--- config.mk ---
export PLATFORM = sky130hd
export DESIGN_NAME = slave_to_master_mux_flat
export DESIGN_NICKNAME = d
export VERILOG_FILES = /design/src/rtl/slave_to_master_mux_if.sv /design/src/rtl/slave_to_master_mux.sv /design/src/flat_wrapper.sv
export SDC_FILE = /design/constraint.sdc
export NUM_CORES = 1
export LEC_CHECK = 0
export ABC_AREA = 0
export BUFFER_PORTS_ARGS = -buffer_cell sky130_fd_sc_hd__buf_2
export CAP_MARGIN = 10
export CORE_AREA = 2 2 110 112
export DETAILED_ROUTE_END_ITERATION = 7
export DIE_AREA = 0 0 112 114
export PLACE_DENSITY = 0.53
export SLEW_MARGIN = 10
export SYNTH_ARGS = -nofsm -noshare
export SYNTH_HDL_FRONTEND = slang
export SYNTH_SLANG_ARGS = --single-unit
--- constraint.sdc ---
create_clock -name Hclk -period 1.9 [get_ports Hclk]
set_input_delay 0.38 -clock Hclk [delete_from_list [all_inputs] [get_ports Hclk]]
set_output_delay 0.38 -clock Hclk [all_outputs]
set_load 0.005 [all_outputs]
--- src/rtl/slave_to_master_mux_if.sv ---
// Bus bundle between the address-phase control, the slaves' response path and the per-master outputs.
// Geometry comes from the NUM_MASTERS / NUM_SLAVES / DATA_WIDTH macros (defaults 4 / 4 / 32).
`ifndef NUM_MASTERS
`define NUM_MASTERS 4
`endif
`ifndef NUM_SLAVES
`define NUM_SLAVES 4
`endif
`ifndef DATA_WIDTH
`define DATA_WIDTH 32
`endif

interface slave_to_master_mux_if #(
  parameter int NUM_MASTERS = `NUM_MASTERS,
  parameter int NUM_SLAVES  = `NUM_SLAVES,
  parameter int DATA_WIDTH  = `DATA_WIDTH
);
  localparam int MW = (NUM_MASTERS > 1) ? $clog2(NUM_MASTERS) : 1;

  logic [MW-1:0]                          Hmaster;
  logic [NUM_SLAVES-1:0]                  Hsel;
  logic [1:0]                             Htrans;
  logic [NUM_SLAVES-1:0][DATA_WIDTH-1:0]  Hrdata_S;
  logic [NUM_SLAVES-1:0]                  Hreadyout_S;
  logic [NUM_SLAVES-1:0]                  Hresp_S;
  logic [NUM_MASTERS-1:0][DATA_WIDTH-1:0] Hrdata_M;
  logic [NUM_MASTERS-1:0]                 Hready_M;
  logic [NUM_MASTERS-1:0]                 Hresp_M;
  logic                                   Hready;

  // The mux itself sits on the slave side of this bundle.
  modport slave (
    input  Hmaster, Hsel, Htrans, Hrdata_S, Hreadyout_S, Hresp_S,
    output Hrdata_M, Hready_M, Hresp_M, Hready
  );

  modport master (
    output Hmaster, Hsel, Htrans, Hrdata_S, Hreadyout_S, Hresp_S,
    input  Hrdata_M, Hready_M, Hresp_M, Hready
  );
endinterface

--- src/rtl/slave_to_master_mux.sv ---
// Data-phase response mux: routes the addressed slave's rdata/ready/resp back to the owning master.
// Define DEFAULT_SLAVE_EN to build the default slave (two-cycle ERROR for unmapped active transfers).
`ifndef NUM_MASTERS
`define NUM_MASTERS 4
`endif
`ifndef NUM_SLAVES
`define NUM_SLAVES 4
`endif
`ifndef DATA_WIDTH
`define DATA_WIDTH 32
`endif

module slave_to_master_mux_lane #(
  parameter int DATA_WIDTH = 32
) (
  input  logic                  own,
  input  logic                  hready,
  input  logic [DATA_WIDTH-1:0] rdata_sel,
  input  logic                  resp_sel,
  output logic [DATA_WIDTH-1:0] rdata,
  output logic                  ready,
  output logic                  resp
);
  assign rdata = own ? rdata_sel : '0;
  assign resp  = own & resp_sel;
  assign ready = hready;
endmodule

module slave_to_master_mux #(
  parameter int NUM_MASTERS = `NUM_MASTERS,
  parameter int NUM_SLAVES  = `NUM_SLAVES,
  parameter int DATA_WIDTH  = `DATA_WIDTH
) (
  input logic                  Hclk,
  input logic                  Hreset,
  slave_to_master_mux_if.slave bus
);
  localparam int MW = (NUM_MASTERS > 1) ? $clog2(NUM_MASTERS) : 1;
  localparam int SW = (NUM_SLAVES  > 1) ? $clog2(NUM_SLAVES)  : 1;
  localparam logic [1:0] HTRANS_NONSEQ = 2'b10;
  localparam logic [1:0] HTRANS_SEQ    = 2'b11;

  logic [SW-1:0] a_slave;
  logic          a_none;
  logic          a_active;
  logic          a_unmapped_act;

  logic [SW-1:0] dp_slave_q,  dp_slave_d;
  logic          dp_none_q,   dp_none_d;
  logic [MW-1:0] dp_master_q, dp_master_d;
  logic          dp_active_q, dp_active_d;

  logic                  hready;
  logic                  resp_sel;
  logic [DATA_WIDTH-1:0] rdata_sel;
  logic                  ds_ready;
  logic                  ds_resp;

  // Lowest set select bit wins when the decoder presents a multi-hot Hsel.
  always_comb begin
    a_slave = '0;
    a_none  = 1'b1;
    for (int s = NUM_SLAVES - 1; s >= 0; s--) begin
      if (bus.Hsel[s]) begin
        a_slave = SW'(s);
        a_none  = 1'b0;
      end
    end
  end

  assign a_active       = (bus.Htrans == HTRANS_NONSEQ) || (bus.Htrans == HTRANS_SEQ);
  assign a_unmapped_act = a_none & a_active;

  always_comb begin
    dp_slave_d  = dp_slave_q;
    dp_none_d   = dp_none_q;
    dp_master_d = dp_master_q;
    dp_active_d = dp_active_q;
    if (hready) begin
      dp_slave_d  = a_slave;
      dp_none_d   = a_none;
      dp_master_d = bus.Hmaster;
      dp_active_d = a_active;
    end
  end

  always_ff @(posedge Hclk) begin
    if (Hreset) begin
      dp_slave_q  <= '0;
      dp_none_q   <= 1'b1;
      dp_master_q <= '0;
      dp_active_q <= 1'b0;
    end else begin
      dp_slave_q  <= dp_slave_d;
      dp_none_q   <= dp_none_d;
      dp_master_q <= dp_master_d;
      dp_active_q <= dp_active_d;
    end
  end

`ifdef DEFAULT_SLAVE_EN
  typedef enum logic [1:0] {DS_IDLE, DS_ERR1, DS_ERR2} ds_state_e;
  ds_state_e ds_state_q, ds_state_d;

  // ds_ready/ds_resp depend only on the state register, so hready feeding the
  // next-state logic does not close a combinational loop.
  always_comb begin
    ds_state_d = ds_state_q;
    ds_ready   = 1'b1;
    ds_resp    = 1'b0;
    unique case (ds_state_q)
      DS_IDLE: begin
        if (hready && a_unmapped_act) ds_state_d = DS_ERR1;
      end
      DS_ERR1: begin
        ds_ready   = 1'b0;
        ds_resp    = 1'b1;
        ds_state_d = DS_ERR2;
      end
      DS_ERR2: begin
        ds_resp    = 1'b1;
        ds_state_d = a_unmapped_act ? DS_ERR1 : DS_IDLE;
      end
      default: ds_state_d = DS_IDLE;
    endcase
  end

  always_ff @(posedge Hclk) begin
    if (Hreset) ds_state_q <= DS_IDLE;
    else        ds_state_q <= ds_state_d;
  end
`else
  assign ds_ready = 1'b1;
  assign ds_resp  = 1'b0;
`endif

  always_comb begin
    hready    = 1'b1;
    resp_sel  = 1'b0;
    rdata_sel = '0;
    if (dp_none_q) begin
      resp_sel = ds_resp;
      if (dp_active_q) hready = ds_ready;
    end else begin
      resp_sel  = bus.Hresp_S[dp_slave_q];
      rdata_sel = bus.Hrdata_S[dp_slave_q];
      if (dp_active_q) hready = bus.Hreadyout_S[dp_slave_q];
    end
  end

  assign bus.Hready = hready;

  for (genvar m = 0; m < NUM_MASTERS; m++) begin : g_lane
    slave_to_master_mux_lane #(.DATA_WIDTH(DATA_WIDTH)) u_lane (
      .own       (dp_master_q == MW'(m)),
      .hready    (hready),
      .rdata_sel (rdata_sel),
      .resp_sel  (resp_sel),
      .rdata     (bus.Hrdata_M[m]),
      .ready     (bus.Hready_M[m]),
      .resp      (bus.Hresp_M[m])
    );
  end
endmodule

--- src/flat_wrapper.sv ---
// flat-port wrapper written by rule: the top's interface ports become plain ports
module slave_to_master_mux_flat 
#(
  parameter int NUM_MASTERS = `NUM_MASTERS,
  parameter int NUM_SLAVES  = `NUM_SLAVES,
  parameter int DATA_WIDTH  = `DATA_WIDTH
)
  (Hclk, Hreset, bus_Hmaster, bus_Hsel, bus_Htrans, bus_Hrdata_S, bus_Hreadyout_S, bus_Hresp_S, bus_Hrdata_M, bus_Hready_M, bus_Hresp_M, bus_Hready);
  slave_to_master_mux_if #(.NUM_MASTERS(NUM_MASTERS), .NUM_SLAVES(NUM_SLAVES), .DATA_WIDTH(DATA_WIDTH)) bus_i ();
  input logic Hclk;
  input logic Hreset;
  input wire logic [$bits(bus_i.Hmaster)-1:0] bus_Hmaster;
  input wire logic [$bits(bus_i.Hsel)-1:0] bus_Hsel;
  input wire logic [$bits(bus_i.Htrans)-1:0] bus_Htrans;
  input wire logic [$bits(bus_i.Hrdata_S)-1:0] bus_Hrdata_S;
  input wire logic [$bits(bus_i.Hreadyout_S)-1:0] bus_Hreadyout_S;
  input wire logic [$bits(bus_i.Hresp_S)-1:0] bus_Hresp_S;
  output wire logic [$bits(bus_i.Hrdata_M)-1:0] bus_Hrdata_M;
  output wire logic [$bits(bus_i.Hready_M)-1:0] bus_Hready_M;
  output wire logic [$bits(bus_i.Hresp_M)-1:0] bus_Hresp_M;
  output wire logic [$bits(bus_i.Hready)-1:0] bus_Hready;
  assign bus_i.Hmaster = bus_Hmaster;
  assign bus_i.Hsel = bus_Hsel;
  assign bus_i.Htrans = bus_Htrans;
  assign bus_i.Hrdata_S = bus_Hrdata_S;
  assign bus_i.Hreadyout_S = bus_Hreadyout_S;
  assign bus_i.Hresp_S = bus_Hresp_S;
  assign bus_Hrdata_M = bus_i.Hrdata_M;
  assign bus_Hready_M = bus_i.Hready_M;
  assign bus_Hresp_M = bus_i.Hresp_M;
  assign bus_Hready = bus_i.Hready;
  slave_to_master_mux #(.NUM_MASTERS(NUM_MASTERS), .NUM_SLAVES(NUM_SLAVES), .DATA_WIDTH(DATA_WIDTH)) u_core (.Hclk(Hclk), .Hreset(Hreset), .bus(bus_i));
endmodule
==> results of run 1 <==
cell usage in the layout, fill, tap and decap left out, types with 4 or more instances in the layout:
cell type	instances
sky130_fd_sc_hd__buf_2	248
sky130_fd_sc_hd__and2_1	99
sky130_fd_sc_hd__buf_6	37
sky130_fd_sc_hd__mux4_2	33
sky130_fd_sc_hd__and2_4	33
sky130_fd_sc_hd__buf_4	18
sky130_fd_sc_hd__buf_12	8
sky130_fd_sc_hd__nand2b_1	5
sky130_fd_sc_hd__mux2i_1	4
sky130_fd_sc_hd__dfxtp_1	4
logic make-up after synthesis:
group | Yosys count | synth area share, %
AOI/OAI and AO/OA | 6 | 2.76
buffers and inverters | 30 | 9.87
DFF | 6 | 5.64
muxes | 38 | 38.2
and+or+nand+nor | 148 | 43.5
cell type report:
type                    count  area, sq um
flip-flops and latches      6          125
repair buffers            311         1950
clock buffers               3         75.1
fillers                  1232         7490
well taps                 147          184
inverters                   1         3.75
multi-input cells         192         1880
metal layers:
layer  up-vias  track usage (%)
li1       1349                -
met1      1354             16.9
met2       129             27.4
met3         8             1.28
met4         0             2.28
met5         -                0
stage by stage:
| step | setup TNS (ns) | utilization, % | setup WS [ns] | instance area [sq um] | cells |
|---|---|---|---|---|---|
| 2_1_floorplan | 0 | - | 0.188 | 2130 | 228 |
| 3_3_place_gp | -0.0237 | 31.8 | -0.0141 | 3730 | 645 |
| 3_5_place_dp | -0.221 | 31.8 | -0.0296 | 3730 | 645 |
| 4_1_cts | -22.79 | 34.1 | -0.237 | 4000 | 657 |
| 5_1_grt | -26.47 | 36.1 | -0.270 | 4220 | 660 |
| 6_report | -20.17 | 36.1 | -0.219 | 4220 | 660 |
how the worst min path moves through the flow:
stage                     cells after the start  slack (ns)                            endpoint
final                                         3        0.38     u_core.dp_active_q$_SDFFE_PP0P_
after detailed placement                      2        0.51   u_core.dp_slave_q[0]$_SDFFE_PP0P_
after floorplan                               2        0.48  u_core.dp_master_q[0]$_SDFFE_PP0P_
after global routing                          3        0.41     u_core.dp_active_q$_SDFFE_PP0P_
after global placement                        2        0.51   u_core.dp_slave_q[0]$_SDFFE_PP0P_
after CTS                                     3        0.38     u_core.dp_active_q$_SDFFE_PP0P_
power breakdown:
group / internal (uW) / total (uW) / switching [uW]
sequential: 134 / 146 / 11.9
combinational: 450 / 745 / 294
clock: 270 / 344 / 73.2
registers in the layout, summed over array words and instances (netlist names):
signal,count
u_core.dp_active_q,1
u_core.dp_master_q,2
u_core.dp_none_q,1
u_core.dp_slave_q,2
worst max-delay path: stages, from the launching register on:
cell and delay [ns]:
sky130_fd_sc_hd__dfxtp_4 0.39, sky130_fd_sc_hd__buf_12 0.14, sky130_fd_sc_hd__buf_12 0.12, sky130_fd_sc_hd__mux4_2 0.54, sky130_fd_sc_hd__and2_1 0.18, sky130_fd_sc_hd__buf_2 0.12
cells in the mapped netlist:
| library cell | n |
|---|---|
| sky130_fd_sc_hd__a21oi_1 | 2 |
| sky130_fd_sc_hd__a2bb2oi_4 | 1 |
| sky130_fd_sc_hd__a31o_2 | 1 |
| sky130_fd_sc_hd__and2_1 | 132 |
| sky130_fd_sc_hd__and3b_1 | 2 |
| sky130_fd_sc_hd__buf_1 | 1 |
| sky130_fd_sc_hd__buf_12 | 3 |
| sky130_fd_sc_hd__buf_2 | 3 |
| sky130_fd_sc_hd__buf_4 | 8 |
| sky130_fd_sc_hd__buf_6 | 2 |
| sky130_fd_sc_hd__clkbuf_1 | 12 |
| sky130_fd_sc_hd__dfxtp_1 | 6 |
| sky130_fd_sc_hd__inv_1 | 1 |
| sky130_fd_sc_hd__mux2_2 | 1 |
| sky130_fd_sc_hd__mux2i_1 | 4 |
| sky130_fd_sc_hd__mux4_1 | 5 |
| sky130_fd_sc_hd__mux4_2 | 28 |
| sky130_fd_sc_hd__nand2_1 | 1 |
| sky130_fd_sc_hd__nand2b_1 | 5 |
| sky130_fd_sc_hd__nor2_1 | 3 |
| sky130_fd_sc_hd__nor2b_1 | 1 |
| sky130_fd_sc_hd__nor3_1 | 1 |
| sky130_fd_sc_hd__nor3b_1 | 2 |
| sky130_fd_sc_hd__o21ai_0 | 1 |
| sky130_fd_sc_hd__o221ai_1 | 1 |
| sky130_fd_sc_hd__or3b_4 | 1 |
what timing repair did:
item,CTS,global route
resized for setup,28,50
setup endpoints to repair,137,137
setup buffers,8,4
gates cloned,1,0
pin swaps,16,2
==> flow_summary_export.csv, run 1 <==
group,metric,value,unit
cts,clk-insertion-delay-late,0.23,ns
power,power.density,292,mW/mm^2
cts,cts.root.buffer_cell,"sky130_fd_sc_hd__clkbuf_16",
synthesis,proportion_of_synthesized_chip_area_in_sequential_cells,5.64,%
place,dpl.hpwl,8.14,mm
final_layout,insertedDiodeCount,0,
cts,cts_tree,"built",
routing,route.vias.total,2840,
routing,topmost_layer_with_routed_signal_wires,"met4",
timing,final.setup_skew,0.000929,ns
synthesis,synthTopCellsByArea,"sky130_fd_sc_hd__and2_1 39%, sky130_fd_sc_hd__mux4_2 30%, sky130_fd_sc_hd__mux4_1 6.2%, sky130_fd_sc_hd__dfxtp_1 5.6%, sky130_fd_sc_hd__buf_12 2.8%",
global_route,via_count_of_the_first_global_routing_pass,2645,
place,gp_congestion,0.866,
timing,relSlewSlack,75.7,%
routing,detail_route.wl_per_cell,15.6,microns
critical_path,startpoint_type,"flop",
critical_path,crit_path_max_fanout,11,
final_layout,share_of_post_route_cells_with_drive_strength_above_1,75.8,%
timing,max_slew.worst_pin.slew,0.365,ns
critical_path,r2r_start,"u_core.dp_slave_q[0]$_SDFFE_PP0P_",
critical_path,reg2reg_setup_slack,0.38,ns
routing,drt_wl_total,10.3,mm
timing,unrepaired_setup_endpoints_after_global_routing,"yes",
worst_hold_path,min_from,"bus_Htrans[1]",
power,irDropWorstVdd,0.417,mV
timing,post_route_setup_slack,-0.219,ns
cts,clock_sinks,6,
synthesis,post-synth-top-area-cell,"sky130_fd_sc_hd__and2_1",
timing,hold-worst-slack,0.383,ns
synthesis,synth.ff_latch_count,6,
routing,wl_met2,5.53,mm
cts,max-clock-path-buffers,2,
synthesis,mappedNetlistNets,374,
global_route,globalRouteTotalUtil,14.0,%
final_layout,finalNetCount,661,
timing,final-hold-violation-count,0,
routing,wl_met1,4.08,mm
routing,drtIter0Drc,111,
floorplanning,rows,40,
synthesis,synth_area,0.00213,sq mm
floorplanning,start_util,18.2,%
place,count_of_input_and_output_buffers,281,
timing,max_freq,472,MHz
floorplanning,dieArea,0.0128,sq mm
timing,finalWorstPathRequiredPeriod,2.12,ns
final_layout,layout-area-overhead-vs-synth,98.3,%
timing,final.period_utilization,112,%
critical_path,reg2regPathDepth,6,
critical_path,cp-startpoint,"u_core.dp_slave_q[0]$_SDFFE_PP0P_",
critical_path,crit_path_end_kind,"output port",
timing,timing.final.setup_violations,132,
cts,tritoncts.num_buffers,3,
power,report.power.total,1230,uW
run_status,violations,"negative setup slack",
global_route,maximum_number_of_pins_on_one_net_before_global_route_repair,34,
critical_path,cp-endpoint,"bus_Hrdata_M[15]",
routing,remaining_drc_errors,0,
routing,drt_first_pass_iters,4,
critical_path,cp_data_required_time,1.52,ns
synthesis,synth.avg_cell_area,9.34,sq um
floorplanning,floorplan.die.height,114,microns
cts,h-tree-depth,1,
cts,holdBufCountCts,0,
routing,drt-vias-per-instance,4.30,
power,power.static_leakage,0.00230,uW
synthesis,synth_top_cell_area_share,38.8,%
timing,number_of_max_slew_violations_in_the_final_report,0,
floorplanning,die_width,112,microns
global_route,grt_pass1_wl,14.4,mm
synthesis,syn-instance-count,228,
routing,ant_nets,0,
cts,clk_transition_reported_paths,0.03,ns
floorplanning,pin_count,283,
synthesis,synthDistinctLibCells,26,
critical_path,timing.rr.end,"u_core.dp_master_q[0]$_SDFFE_PP0P_",
critical_path,worst_ep_arrival_time,1.74,ns
worst_hold_path,hold_path.class,"input port to flop",
synthesis,ys_warn_count,0,
routing,wl_met3,586,microns
critical_path,setup.worst_path.class,"flop to output port",
global_route,antenna_found_initial,0,
global_route,grt_overflow,0,
run_status,outcome,"finished, violations left",
flow_run,drv_cap,0,
floorplanning,core-area,0.0117,sq mm
Power figures use the tool's default switching activity.
==> run 2: changes to the inputs <==
Settings changed: TNS_END_PERCENT set to 30.
==> run 2 against run 1 <==
Effect of this change:
- the run still ends with negative setup slack left
- final cell count is 0.30% lower
- sequential power about the same
- largest power group unchanged
- non-clock buffer count down 2
==> flow_summary_export.csv, run 2 (synthesized netlist as in run 1, its figures left out) <==
group,metric,value,unit
final_layout,layout-area-overhead-vs-synth,91.2,%
cts,holdBufCountCts,0,
global_route,grt_pass1_wl,14.3,mm
timing,number_of_max_slew_violations_in_the_final_report,0,
floorplanning,core-area,0.0117,sq mm
timing,finalWorstPathRequiredPeriod,2.13,ns
place,dpl.hpwl,8.14,mm
critical_path,r2r_start,"u_core.dp_slave_q[0]$_SDFFE_PP0P_",
timing,final-hold-violation-count,0,
timing,relSlewSlack,77.6,%
critical_path,cp-endpoint,"bus_Hrdata_M[15]",
power,report.power.total,1210,uW
critical_path,cp_data_required_time,1.52,ns
cts,cts_tree,"built",
floorplanning,rows,40,
flow_run,drv_cap,0,
timing,post_route_setup_slack,-0.226,ns
floorplanning,start_util,18.2,%
critical_path,startpoint_type,"flop",
power,p_comb_share,59.3,%
critical_path,crit_path_max_fanout,11,
timing,final.period_utilization,112,%
cts,clock_sinks,6,
floorplanning,dieArea,0.0128,sq mm
place,gp_congestion,0.866,
routing,drtIter0Drc,95,
timing,timing.final.setup_violations,137,
final_layout,fin_util,34.8,%
routing,remaining_drc_errors,0,
cts,clk_transition_reported_paths,0.03,ns
routing,drt-vias-per-instance,4.25,
timing,unrepaired_setup_endpoints_after_global_routing,"yes",
power,seq_power_share,12.1,%
final_layout,layout.cells.most_common_list,"264 x sky130_fd_sc_hd__buf_2, 115 x sky130_fd_sc_hd__and2_1, 32 x sky130_fd_sc_hd__mux4_2",
critical_path,reg2regPathDepth,5,
routing,route.vias.total,2798,
critical_path,cp-startpoint,"u_core.dp_slave_q[0]$_SDFFE_PP0P_",
power,net_switching_power_of_the_design,374,uW
routing,drt_first_pass_iters,4,
cts,max-clock-path-buffers,2,
power,power.density,296,mW/mm^2
global_route,globalRouteTotalUtil,14.0,%
final_layout,mostFrequentLayoutCell,"sky130_fd_sc_hd__buf_2",
cts,tritoncts.num_buffers,3,
critical_path,worst_ep_arrival_time,1.75,ns
cts,h-tree-depth,1,
timing,max_slew.worst_pin.slew,0.336,ns
floorplanning,floorplan.die.height,114,microns
timing,final.setup_skew,0.000723,ns
final_layout,layout.filler_cells,1227,
final_layout,largestRegisters,"u_core.dp_master_q (2), u_core.dp_slave_q (2)",
timing,max_freq,470,MHz
final_layout,finalNetCount,659,
worst_hold_path,min_from,"bus_Htrans[1]",
run_status,violations,"negative setup slack",
routing,drt_wl_total,10.2,mm
power,irDropWorstVdd,0.418,mV
power,netSwitchingFraction,31.0,%
worst_hold_path,hold_path.class,"input port to flop",
place,place_worst_setup_slack,-0.0296,ns
global_route,grt_overflow,0,
critical_path,timing.rr.end,"u_core.dp_none_q$_SDFFE_PP1P_",
run_status,outcome,"finished, violations left",
power,internal_power,832,uW
global_route,maximum_number_of_pins_on_one_net_before_global_route_repair,34,
final_layout,share_of_post_route_cells_with_drive_strength_above_1,72.6,%
critical_path,crit_path_end_kind,"output port",
critical_path,reg2reg_setup_slack,0.43,ns
cts,cts.root.buffer_cell,"sky130_fd_sc_hd__clkbuf_16",
cts,clk-insertion-delay-late,0.23,ns
place,count_of_input_and_output_buffers,281,
power,share_clk_of_total_power,28.6,%
critical_path,setup.worst_path.class,"flop to output port",
global_route,antenna_found_initial,0,
routing,detail_route.wl_per_cell,15.4,microns
global_route,via_count_of_the_first_global_routing_pass,2648,
floorplanning,pin_count,283,
power,power.static_leakage,0.00226,uW
final_layout,insertedDiodeCount,0,
floorplanning,die_width,112,microns
routing,ant_nets,0,
[run 2: cell types whose count changed in the layout (fill, tap and decap cells not counted)]
| cell | delta |
|---|---|
| sky130_fd_sc_hd__mux4_1 | +1 |
| sky130_fd_sc_hd__buf_2 | +16 |
| sky130_fd_sc_hd__buf_4 | -1 |
| sky130_fd_sc_hd__buf_6 | -17 |
| sky130_fd_sc_hd__mux4_2 | -1 |
| sky130_fd_sc_hd__mux2i_2 | +1 |
| sky130_fd_sc_hd__and2_4 | -16 |
| sky130_fd_sc_hd__and2_1 | +16 |
| sky130_fd_sc_hd__mux2i_1 | -1 |
[run 2: worst max-delay path, cell delays in order, from the launching register on]
cell and delay [ns]:
sky130_fd_sc_hd__dfxtp_4 0.39, sky130_fd_sc_hd__buf_12 0.15, sky130_fd_sc_hd__buf_12 0.13, sky130_fd_sc_hd__mux4_2 0.54, sky130_fd_sc_hd__and2_1 0.18, sky130_fd_sc_hd__buf_2 0.12
[run 2: routing by layer]
layer | GRT usage (%) | up-vias | share of wire [%]
met2 | 27.0 | 131 | 54
met5 | 0 | - | 0
met4 | 2.68 | 0 | 0.67
li1 | - | 1341 | -
met3 | 1.38 | 6 | 6.2
met1 | 16.8 | 1320 | 39
[run 2: final cells by class]
type / count / area, sq um / area share, %
Inverter: 1 / 3.75 / 0.0922
Sequential cell: 6 / 125 / 3.07
Tap cell: 147 / 184 / 4.52
Timing Repair Buffer: 309 / 1830 / 45.1
Multi-Input combinational cell: 192 / 1850 / 45.4
Clock buffer: 3 / 75.1 / 1.84
[run 2: what timing repair did]
action / CTS / global route
setup endpoints to repair: 137 / 137
gates resized for setup: 19 / 26
buffers inserted: 7 / 3
gates cloned: 1 / 0
pin swaps: 20 / 1
[run 2: worst min path at each step]
stage,endpoint,slack [ns],cells after the start
floorplan,u_core.dp_master_q[0]$_SDFFE_PP0P_,0.48,2
global placement,u_core.dp_slave_q[0]$_SDFFE_PP0P_,0.51,2
detailed placement,u_core.dp_slave_q[0]$_SDFFE_PP0P_,0.51,2
CTS,u_core.dp_active_q$_SDFFE_PP0P_,0.38,3
global route,u_core.dp_active_q$_SDFFE_PP0P_,0.41,3
finish,u_core.dp_active_q$_SDFFE_PP0P_,0.38,3
[run 2: power by group through the flow]
stage	Combinational (uW)	Sequential (uW)	Clock [uW]
3_5_place_dp	650	148	0
3_3_place_gp	634	147	0
6_report	715	146	345
4_1_cts	694	146	349
2_1_floorplan	328	141	0
5_1_grt	773	148	352
[run 2: stage by stage]
step / setup TNS (ns) / instances / hold slack (ns) / area, sq um
final: -20.38 / 658 / 0.382 / 4070
after CTS: -22.87 / 656 / 0.380 / 3950
after detailed placement: -0.221 / 645 / 0.514 / 3730
after global routing: -26.63 / 658 / 0.413 / 4070
after global placement: -0.0237 / 645 / 0.510 / 3730
after floorplan: 0 / 228 / 0.478 / 2130
